$ cat config.mk
export PLATFORM = sky130hd
export DESIGN_NAME = rr_grant_encoder8
export DESIGN_NICKNAME = d
export VERILOG_FILES = /design/src/rtl/rr_grant_encoder8.sv
export SDC_FILE = /design/constraint.sdc
export NUM_CORES = 1
export LEC_CHECK = 0
export ABC_AREA = 1
export CAP_MARGIN = 40
export CORE_ASPECT_RATIO = 0.8
export CORE_MARGIN = 2
export CORE_UTILIZATION = 55
export CTS_BUF_LIST = sky130_fd_sc_hd__clkbuf_4
export CTS_CLUSTER_DIAMETER = 60
export DETAILED_ROUTE_END_ITERATION = 16
export PLACE_DENSITY = 0.77
export SLEW_MARGIN = 30
export SYNTH_ARGS = -nofsm -noshare
export SYNTH_HDL_FRONTEND = slang
export SYNTH_SLANG_ARGS = --single-unit
$ cat constraint.sdc
create_clock -name clk -period 5.7 [get_ports clk]
set_clock_uncertainty 0.2 [all_clocks]
set_input_delay 0.57 -clock clk [delete_from_list [all_inputs] [get_ports clk]]
set_output_delay 0.57 -clock clk [all_outputs]
set_load 0.05 [all_outputs]
$ cat src/rtl/rr_grant_encoder8.sv
// rr_grant_encoder8: 8-way round-robin arbiter producing a registered 3-bit
// owner index plus valid qualifier for a downstream 3-to-8 decoder. A hold
// watchdog revokes any grant that outlives MAX_HOLD cycles.
module rr_grant_encoder8 #(
    parameter int MAX_HOLD = 16
) (
    input  logic       clk,
    input  logic       rst_n,
    input  logic [7:0] req,
    input  logic       rel,
    output logic [2:0] grant_idx,
    output logic       grant_valid,
    output logic       timeout
);

    typedef enum logic {
        IDLE = 1'b0,
        OWN  = 1'b1
    } state_t;

    // Watchdog fires when the counter reaches MAX_HOLD-1 on an edge, which
    // yields exactly MAX_HOLD cycles of grant_valid.
    localparam logic       WDOG_EN   = (MAX_HOLD != 0);
    localparam logic [7:0] HOLD_LAST = 8'((MAX_HOLD == 0) ? 0 : MAX_HOLD - 1);

    state_t     state, state_nxt;
    logic [2:0] idx_q, idx_nxt;
    logic [2:0] last_q, last_nxt;
    logic       valid_q, valid_nxt;
    logic       to_q, to_nxt;
    logic [7:0] hold_q, hold_nxt;

    logic       owner_done;
    logic       expire;

    // First requester found searching upward from last+1, wrapping 7->0.
    // The last candidate examined (offset 8) is the previous owner itself.
    function automatic logic [2:0] rr_pick(input logic [7:0] r, input logic [2:0] last);
        logic [2:0] cand;
        logic       found;
        rr_pick = 3'd0;
        found   = 1'b0;
        for (int k = 1; k <= 8; k++) begin
            cand = last + 3'(k);
            if (!found && r[cand]) begin
                rr_pick = cand;
                found   = 1'b1;
            end
        end
    endfunction

    function automatic logic [7:0] sat_inc(input logic [7:0] v);
        sat_inc = (v == 8'hFF) ? v : v + 8'd1;
    endfunction

    assign owner_done = rel | ~req[idx_q];
    assign expire     = WDOG_EN && (hold_q == HOLD_LAST);

    // State and all output-feeding registers; async reset aims the first search at index 0.
    always_ff @(posedge clk or negedge rst_n) begin
        if (!rst_n) begin
            state   <= IDLE;
            idx_q   <= 3'd0;
            last_q  <= 3'd7;
            valid_q <= 1'b0;
            to_q    <= 1'b0;
            hold_q  <= 8'd0;
        end else begin
            state   <= state_nxt;
            idx_q   <= idx_nxt;
            last_q  <= last_nxt;
            valid_q <= valid_nxt;
            to_q    <= to_nxt;
            hold_q  <= hold_nxt;
        end
    end

    // Next-state logic: grant from IDLE, release on rel/drop, forced release on expiry.
    always_comb begin
        state_nxt = state;
        idx_nxt   = idx_q;
        last_nxt  = last_q;
        valid_nxt = valid_q;
        to_nxt    = 1'b0;
        hold_nxt  = hold_q;
        case (state)
            IDLE: begin
                if (req != 8'd0) begin
                    idx_nxt   = rr_pick(req, last_q);
                    valid_nxt = 1'b1;
                    hold_nxt  = 8'd0;
                    state_nxt = OWN;
                end
            end
            OWN: begin
                hold_nxt = sat_inc(hold_q);
                if (owner_done || expire) begin
                    valid_nxt = 1'b0;
                    last_nxt  = idx_q;
                    state_nxt = IDLE;
                    // A release by the owner wins over a simultaneous expiry.
                    to_nxt    = ~owner_done;
                end
            end
            default: begin
                state_nxt = IDLE;
                valid_nxt = 1'b0;
            end
        endcase
    end

    // Outputs come straight from registers; no input reaches them combinationally.
    always_comb begin
        grant_idx   = idx_q;
        grant_valid = valid_q;
        timeout     = to_q;
    end

endmodule

==> flow_metrics.py, run 1 <==
metrics = {
    "drt": {
        "dr_wl_met3_um": 466,
        "highest_layer": "met4",
        "wl_met2_mm": 1.40,
        "vias": 1647,
        "drt_iter0_markers": 109,
        "viasPerCell": 5.70,
        "drt_wl_total_mm": 3.89,
        "drt_drc_violations_left": 0,
        "final_antenna_net_count": 0,
        "drt_pass1_iterations": 6,
        "wl_per_cell_um": 13.4,
        "wirelength_met1_mm": 2.00,
    },
    "sta": {
        "rsz0062_at_grt": "false",
        "setup-tns-final_ns": 0,
        "final-hold-violation-count": 0,
        "slew_headroom": 0.669,
        "max_freq_ghz": 0.342,
        "finalMaxSlewViolations": 0,
        "finalSetupViolCount": 0,
        "period_share": 0.513,
        "fin_crit_ns": 2.93,
        "worst_pin_slew_ns": 0.495,
    },
    "grt": {
        "grt.total_usage": 0.253,
        "grt_start_max_net_pins": 18,
        "antenna_found_initial": 0,
        "grt_pass1_vias": 1367,
        "overflow": 0,
        "grt_pass1_wl_mm": 6.58,
    },
    "final_layout": {
        "area_growth_syn_to_layout_pct": 12.0,
        "layoutNonFillerInstCount": 289,
        "drive_gt1_frac": 0.195,
        "layout.nets": 266,
        "seq_area_um2": 429,
        "fillers": 270,
        "antenna_cells": 0,
        "multi_input_area_um2": 1080,
    },
    "die": {
        "die-area_um2": 3450,
        "start_util": 0.586,
        "rows": 17,
        "ios": 16,
        "core_um2": 2810,
        "die_x_um": 65.1,
        "dieHeight_um": 52.9,
    },
    "placed_design": {
        "io_buffers": 15,
        "hpwlAfterDp_mm": 3.16,
        "gp_congestion": 0.923,
        "dp.cells": 284,
    },
    "logic_synthesis": {
        "syn_inst": 236,
        "synthesis.nets": 250,
        "netlist_top_cells_area": "dfrtp_1 (21%), nand2_1 (13%), nand3_1 (8.2%), nand3_2 (6.7%), nor2_1 (6.2%)",
        "synth_top_area_share": 0.213,
        "synth_cell_type_count": 36,
        "ys_ff_latch": 17,
        "yosys.area.top_type": "dfrtp_1",
        "synth_area_um2": 1640,
        "synth-edff-count": 0,
        "synth_flop_cell": "dfrtp_1",
        "async_flop_share": 1.00,
        "yosysSeqAreaShare": 0.261,
        "ys_warn_count": 0,
        "syn_area_per_cell_um2": 6.97,
    },
    "cts": {
        "cts_buffer_depth": 2,
        "ctsHoldBuffers": 0,
        "htreeDepth": 1,
        "cts_root_buffer": "clkbuf_4",
        "cts_tree": "done",
        "cts_resized": 0,
        "path_clk_slew_ns": 0.11,
        "clock-sinks": 17,
        "cts_setup_buffers": 0,
        "clock_latency_ns": 0.30,
        "cts_buffers": 3,
    },
    "worst_setup_path": {
        "crit_type": "reg -> reg",
        "worstReg2RegStart": "last_q[0]$_DFFE_PN1P_",
        "worst-r2r-setup-slack_ns": 2.77,
        "path_delay_family": "flip-flops",
        "critPathArrivalTime_ns": 2.93,
        "worst_setup_path_start_kind": "flop",
        "max_stage_delay_ns": 0.66,
        "reg2reg_to": "grant_idx[0]$_DFFE_PN0P_",
        "cp_num_buf_inv": 3,
        "slowest_stage": "dfstp_2",
        "critical_path.most_common_cell": "nand2_1",
        "worstPathRequired_ns": 5.70,
        "end_kind": "flop",
        "r2r_cells": 12,
        "crit_fanout": 11,
        "path_cells": "inv_2 -> ha_1 -> inv_1 -> nand3_1 -> nand2_1 -> nor2_1 -> a31oi_1 -> inv_1 -> nand2_1 -> nand4_1 -> nand3_1 -> nand2_1",
    },
    "job": {
        "drv_cap": 0,
    },
    "min_path": {
        "hold_path_class": "in -> async",
    },
    "status": {
        "status": "finished clean",
    },
}
==> kinds of logic (layout without fill, tap and decap cells) <==
group                      after synthesis  after routing  synth area share
xor gates and xnor gates                 5              5            0.0358
AOI/OAI and AO/OA                       30             30             0.109
muxes                                    1              1           0.00609
buffers and inverters                   30             45            0.0829
adders and majority gates                3              3            0.0228
and+or+nand+nor                        150            150             0.482
DFF                                     17             17             0.261
==> cells in the final DEF, fill, tap and decap left out, drive strengths merged, types with 6 or more instances in the layout <==
cell type / instances
nand2: 67
nand3: 38
nor2: 33
inv: 25
clkdlybuf4s50: 15
dfrtp: 14
o21ai: 13
a21oi: 8
nand4: 6
==> worst max-delay path by stage <==
stage                           from                  endpoint  slack [ns]  depth (start not counted)
2_1_floorplan  last_q[0]$_DFFE_PN1P_  grant_idx[0]$_DFFE_PN0P_        3.11                         17
3_3_place_gp   last_q[0]$_DFFE_PN1P_  grant_idx[0]$_DFFE_PN0P_        2.83                         12
3_5_place_dp   last_q[0]$_DFFE_PN1P_  grant_idx[0]$_DFFE_PN0P_        2.81                         12
4_1_cts        last_q[0]$_DFFE_PN1P_  grant_idx[0]$_DFFE_PN0P_        2.81                         12
5_1_grt        last_q[0]$_DFFE_PN1P_  grant_idx[1]$_DFFE_PN0P_        2.58                         12
6_report       last_q[0]$_DFFE_PN1P_  grant_idx[0]$_DFFE_PN0P_        2.77                         12
==> cells in the mapped netlist (3+ instances only) <==
cell type and instances:
inv_2 7, nor2_2 3, nand2_4 4, nand4_1 5
xor2_1 3, inv_1 18, nand2_2 7, a21oi_1 7
o21ai_0 10, ha_1 3, nor3_1 3, dfstp_2 3
nand3_1 27, nand2_1 56, nand3_2 11, dfrtp_1 14
nor2_1 27, o22ai_1 3
==> stage by stage <==
step                cell area (um^2)   util  hold WS [ns]  worst slack (ns)
detailed placement              1800  0.641         0.310              2.81
floorplan                       1640      -        0.0744              3.11
CTS                             1830  0.651         0.332              2.81
global route                    1840  0.656         0.250              2.58
global placement                1800  0.641         0.308              2.83
finish                          1840  0.656         0.263              2.77
==> area by class of cell <==
| cell class | instances | area share |
|---|---|---|
| tap | 38 | 0.0258 |
| clock inverter | 1 | 0.00272 |
| sequential | 17 | 0.233 |
| clock buffer | 3 | 0.0122 |
| timing repair buffer | 16 | 0.0897 |
| inverter | 25 | 0.0510 |
| multi-input combinational | 189 | 0.586 |
==> routing by layer <==
metal,vias to the layer above,GRT usage
met2,89,0.325
met4,0,0.0243
met3,2,0.0596
li1,818,-
met1,738,0.425
met5,-,0
==> sequential cells by signal (all words and copies together), names as in the netlist <==
signal	count
state	1
hold_q	8
timeout	1
grant_idx	3
last_q	3
grant_valid	1
Power of run 1 is not shown: default switching activity piles up to over one toggle a cycle in this logic, so the estimate is an artifact.
==> run 2, diff against run 1 <==
--- a/config.mk
+++ b/config.mk
@@ -9,11 +9,11 @@
 export CAP_MARGIN = 40
 export CORE_ASPECT_RATIO = 0.8
 export CORE_MARGIN = 2
-export CORE_UTILIZATION = 55
+export CORE_UTILIZATION = 54
 export CTS_BUF_LIST = sky130_fd_sc_hd__clkbuf_4
 export CTS_CLUSTER_DIAMETER = 60
 export DETAILED_ROUTE_END_ITERATION = 16
-export PLACE_DENSITY = 0.77
+export PLACE_DENSITY = 0.79
 export SLEW_MARGIN = 30
 export SYNTH_ARGS = -nofsm -noshare
 export SYNTH_HDL_FRONTEND = slang
==> constraint.sdc (replaced) <==
create_clock -name clk -period 2.5 [get_ports clk]
set_clock_uncertainty 0.2 [all_clocks]
set_input_delay 0.25 -clock clk [delete_from_list [all_inputs] [get_ports clk]]
set_output_delay 0.25 -clock clk [all_outputs]
set_load 0.05 [all_outputs]
==> flow_metrics.py, run 2 (synthesis results as in run 1) <==
metrics = {
    "placed_design": {
        "placed_cell_area_um2": 1890,
        "hpwlAfterDp_mm": 3.43,
        "pre_cts_ws_ns": 0.0425,
        "dp.cells": 296,
        "gp_congestion": 1.03,
        "io_buffers": 15,
    },
    "grt": {
        "grt_use_met3": 0.0468,
        "grtUsageMet1": 0.420,
        "grt_pass1_wl_mm": 6.82,
        "use_met2": 0.367,
        "overflow": 0,
        "grt.total_usage": 0.261,
        "grt_start_max_net_pins": 18,
        "antenna_found_initial": 0,
        "grt.busiest_layer": "met1",
        "grt_pass1_vias": 1390,
    },
    "sta": {
        "setup-tns-final_ns": 0,
        "max_freq_ghz": 0.424,
        "rsz0062_at_grt": "false",
        "final-hold-violation-count": 0,
        "finalMaxSlewViolations": 0,
        "setup_ws_ns": 0.143,
        "period_share": 0.943,
        "worst_pin_slew_ns": 0.496,
        "fin_crit_ns": 2.36,
        "slew_headroom": 0.668,
        "finalSetupViolCount": 0,
    },
    "cts": {
        "cts_setup_buffers": 0,
        "cts_tree": "done",
        "cts_buffer_depth": 2,
        "cts_root_buffer": "clkbuf_4",
        "clock-sinks": 17,
        "path_clk_slew_ns": 0.11,
        "htreeDepth": 1,
        "cts_buffers": 3,
        "clock_latency_ns": 0.30,
    },
    "final_layout": {
        "largest_reg_flops": 8,
        "layoutNonFillerInstCount": 302,
        "stdcell_area_um2": 1980,
        "drive_gt1_frac": 0.250,
        "antenna_cells": 0,
        "area_growth_syn_to_layout_pct": 20.6,
        "layout_commonest_cell": "nand2_1",
        "fillers": 229,
        "final_cell_mix": "nand2_1 (55), nor2_1 (27), nand3_1 (27), inv_1 (16), clkdlybuf4s50_1 (15)",
        "layout.nets": 279,
        "largest-register": "hold_q",
    },
    "drt": {
        "viasPerCell": 5.53,
        "vias": 1670,
        "drt_drc_violations_left": 0,
        "drt_iter0_markers": 141,
        "wl_per_cell_um": 13.8,
        "drt_wl_total_mm": 4.16,
        "drt_pass1_iterations": 5,
        "final_antenna_net_count": 0,
    },
    "die": {
        "rows": 17,
        "dieHeight_um": 53.4,
        "die-area_um2": 3500,
        "ios": 16,
        "die_x_um": 65.7,
        "start_util": 0.581,
        "core_um2": 2830,
    },
    "worst_setup_path": {
        "worst_setup_path_start_kind": "flop",
        "r2r_cells": 14,
        "slowest_stage": "dfstp_2",
        "end_kind": "flop",
        "crit_fanout": 6,
        "critical_path.most_common_cell": "nand3_1",
        "path_cells": "inv_2 -> ha_4 -> inv_4 -> nand3_1 -> nand2_1 -> nand2_2 -> nand2_4 -> nand3_2 -> o21ai_0 -> inv_1 -> nor2_1 -> nand3_1 -> nand3_1 -> nand2_1",
        "critPathArrivalTime_ns": 2.36,
        "crit_type": "reg -> reg",
        "worstPathRequired_ns": 2.50,
        "max_stage_delay_ns": 0.59,
    },
    "job": {
        "drv_cap": 0,
    },
    "min_path": {
        "hold_path_depth": 1,
        "hold_path_class": "reg -> reg",
    },
    "status": {
        "status": "finished clean",
    },
}
run 2: cell types whose count changed in the layout (fill, tap and decap cells not counted), moves of 2 or more:
cell / before / now
buf_4: 0 / 12
ha_1: 3 / 1
inv_1: 18 / 16
ha_4: 0 / 2
run 2: timing repair:
| item | 4_1_cts | 5_1_grt |
|---|---|---|
| hold endpoints to repair | 0 | 3 |
| endpoints found under the setup margin | 0 | 3 |
| resized for setup | 0 | 7 |
| hold buffers | 0 | 1 |
run 2: metal layers:
| metal | wire [um] | share of wire |
|---|---|---|
| met5 | 0 | 0 |
| met4 | 0 | 0 |
| met3 | 290 | 0.070 |
| met2 | 1700 | 0.41 |
| met1 | 2160 | 0.52 |
run 2: final timing paths:
path / from / end / slack [ns]
hold / removal: hold_q[0]$_DFFE_PN0P_ / hold_q[0]$_DFFE_PN0P_ / 0.34
hold reg to reg: hold_q[0]$_DFFE_PN0P_ / hold_q[0]$_DFFE_PN0P_ / 0.34
max in group asynchronous: rst_n / last_q[0]$_DFFE_PN1P_ / 1.15
setup reg to reg: last_q[0]$_DFFE_PN1P_ / grant_idx[0]$_DFFE_PN0P_ / 0.14
setup / recovery: last_q[0]$_DFFE_PN1P_ / grant_idx[0]$_DFFE_PN0P_ / 0.14
min in group asynchronous: rst_n / hold_q[0]$_DFFE_PN0P_ / 0.52
run 2: through the flow:
stage | util | hold slack, ns
after global routing | 0.701 | 0.376
final | 0.701 | 0.340
after floorplan | - | -0.246
after detailed placement | 0.669 | 0.315
after CTS | 0.678 | 0.217
after global placement | 0.669 | 0.299
run 2: cell type report:
type                       instances  area, um^2  share of cell area
multi-input combinational        189        1120               0.563
sequential                        17         429               0.216
timing repair buffer              29         265               0.134
inverter                          25        96.3              0.0486
tap                               38        47.5              0.0240
clock buffer                       3        22.5              0.0114
clock inverter                     1        5.00             0.00252
run 2: critical path: cells and delay by family, from the launching register on:
kind / cells / cell delay (ns)
and+or+nand+nor: 9 / 0.84
DFF: 1 / 0.59
adders and majority gates: 1 / 0.27
AOI/OAI and AO/OA: 1 / 0.16
buffers and inverters: 3 / 0.22
Power of run 2 is left out for the same reason.
==> run 3, diff against run 2 <==
--- a/config.mk
+++ b/config.mk
@@ -8,7 +8,6 @@
 export ABC_AREA = 1
 export CAP_MARGIN = 40
 export CORE_ASPECT_RATIO = 0.8
-export CORE_MARGIN = 2
 export CORE_UTILIZATION = 54
 export CTS_BUF_LIST = sky130_fd_sc_hd__clkbuf_4
 export CTS_CLUSTER_DIAMETER = 60
==> flow_metrics.py, run 3 (synthesis results as in run 1) <==
metrics = {
    "worst_setup_path": {
        "crit_start": "last_q[1]$_DFFE_PN1P_",
        "crit_type": "reg -> reg",
        "r2r_cells": 14,
        "reg2reg_to": "grant_idx[1]$_DFFE_PN0P_",
        "worst_setup_path_start_kind": "flop",
        "end_kind": "flop",
        "worst-r2r-setup-slack_ns": 0.12,
        "worstReg2RegStart": "last_q[1]$_DFFE_PN1P_",
        "worstPathRequired_ns": 2.54,
        "critPathArrivalTime_ns": 2.42,
        "crit_fanout": 6,
    },
    "placed_design": {
        "io_buffers": 15,
        "hpwlAfterDp_mm": 3.19,
        "dp.cells": 293,
        "gp_congestion": 0.890,
        "placed_cell_area_um2": 1870,
    },
    "cts": {
        "clock-sinks": 17,
        "htreeDepth": 1,
        "cts_buffer_depth": 2,
        "cts_tree": "done",
        "cts_root_buffer": "clkbuf_4",
        "path_clk_slew_ns": 0.10,
        "cts_buffers": 3,
        "clock_latency_ns": 0.29,
    },
    "sta": {
        "period_share": 0.952,
        "max_freq_ghz": 0.420,
        "finalMaxSlewViolations": 0,
        "fin_crit_ns": 2.38,
        "final-hold-violation-count": 0,
        "worst_pin_slew_ns": 0.493,
        "rsz0062_at_grt": "true",
        "finalSetupViolCount": 0,
        "slew_headroom": 0.670,
    },
    "final_layout": {
        "largest_reg_flops": 8,
        "layout_commonest_cell": "nand2_1",
        "layout.nets": 277,
        "largest-register": "hold_q",
        "final_cell_mix": "nand2_1 (52), nor2_1 (27), nand3_1 (26), inv_1 (17), clkdlybuf4s50_1 (15)",
        "antenna_cells": 0,
        "drive_gt1_frac": 0.260,
        "stdcell_area_um2": 1950,
        "fillers": 250,
        "area_growth_syn_to_layout_pct": 18.9,
        "layoutNonFillerInstCount": 300,
        "fin_util": 0.691,
    },
    "drt": {
        "viasPerCell": 5.41,
        "drt_drc_violations_left": 0,
        "final_antenna_net_count": 0,
        "vias": 1624,
        "drt_iter0_markers": 68,
        "wl_per_cell_um": 12.9,
        "drt_pass1_iterations": 4,
        "drt_wl_total_mm": 3.87,
    },
    "grt": {
        "grt_pass1_wl_mm": 6.43,
        "grt.total_usage": 0.260,
        "grt_pass1_vias": 1348,
        "antenna_found_initial": 0,
        "grt_start_max_net_pins": 18,
        "overflow": 0,
    },
    "die": {
        "core_um2": 2830,
        "die_x_um": 63.7,
        "dieHeight_um": 51.4,
        "start_util": 0.581,
        "rows": 17,
        "die-area_um2": 3270,
        "ios": 16,
    },
    "min_path": {
        "hold_path_class": "in -> async",
    },
    "status": {
        "status": "finished clean",
    },
    "job": {
        "drv_cap": 0,
    },
}
## run 3: area by class of cell
class,instances,area (um^2),share of cell area
multi-input combinational,189,1110,0.568
sequential,17,429,0.220
timing repair buffer,27,244,0.125
inverter,25,96.3,0.0493
tap,38,47.5,0.0243
clock buffer,3,22.5,0.0115
clock inverter,1,5.00,0.00256
## run 3: routing by layer
metal / share of wire / global-route usage
met1: 0.53 / 0.424
met2: 0.38 / 0.340
met3: 0.083 / 0.0558
met4: 0.0080 / 0.0379
met5: 0 / 0
## run 3: what timing repair did
action / CTS / global route
setup endpoints to repair: 0 / 5
buffers inserted: 0 / 2
hold endpoints to repair: 0 / 0
gates resized for setup: 0 / 9
hold buffers: 0 / 0
## run 3: worst max-delay path by stage
stage,to,depth (start not counted)
floorplan,grant_idx[0]$_DFFE_PN0P_,17
global placement,grant_idx[0]$_DFFE_PN0P_,14
detailed placement,grant_idx[0]$_DFFE_PN0P_,14
CTS,grant_idx[0]$_DFFE_PN0P_,14
global route,grant_idx[2]$_DFFE_PN0P_,14
finish,grant_idx[1]$_DFFE_PN0P_,14
## run 3: critical path, stage by stage, from the launching register on
cell and delay [ns]:
dfstp_2 0.55, buf_4 0.11, inv_2 0.05, ha_4 0.24, inv_4 0.09, nand3_2 0.09
nand2_1 0.07, nor2_1 0.04, nor2_2 0.20, nand4_4 0.15, nor2_4 0.20, nand3_1 0.13
nand3_1 0.11, nand2_1 0.05, nand2_1 0.05
## run 3: per-stage QoR
| step | setup WS, ns | hold WS (ns) | setup TNS [ns] |
|---|---|---|---|
| 2_1_floorplan | 0.00115 | -0.246 | 0 |
| 3_3_place_gp | 0.0628 | 0.298 | 0 |
| 3_5_place_dp | 0.0101 | 0.311 | 0 |
| 4_1_cts | 0.00295 | 0.206 | 0 |
| 5_1_grt | -0.0101 | 0.00880 | -0.0148 |
| 6_report | 0.119 | 0.00271 | 0 |
Power of run 3 is left out for the same reason.
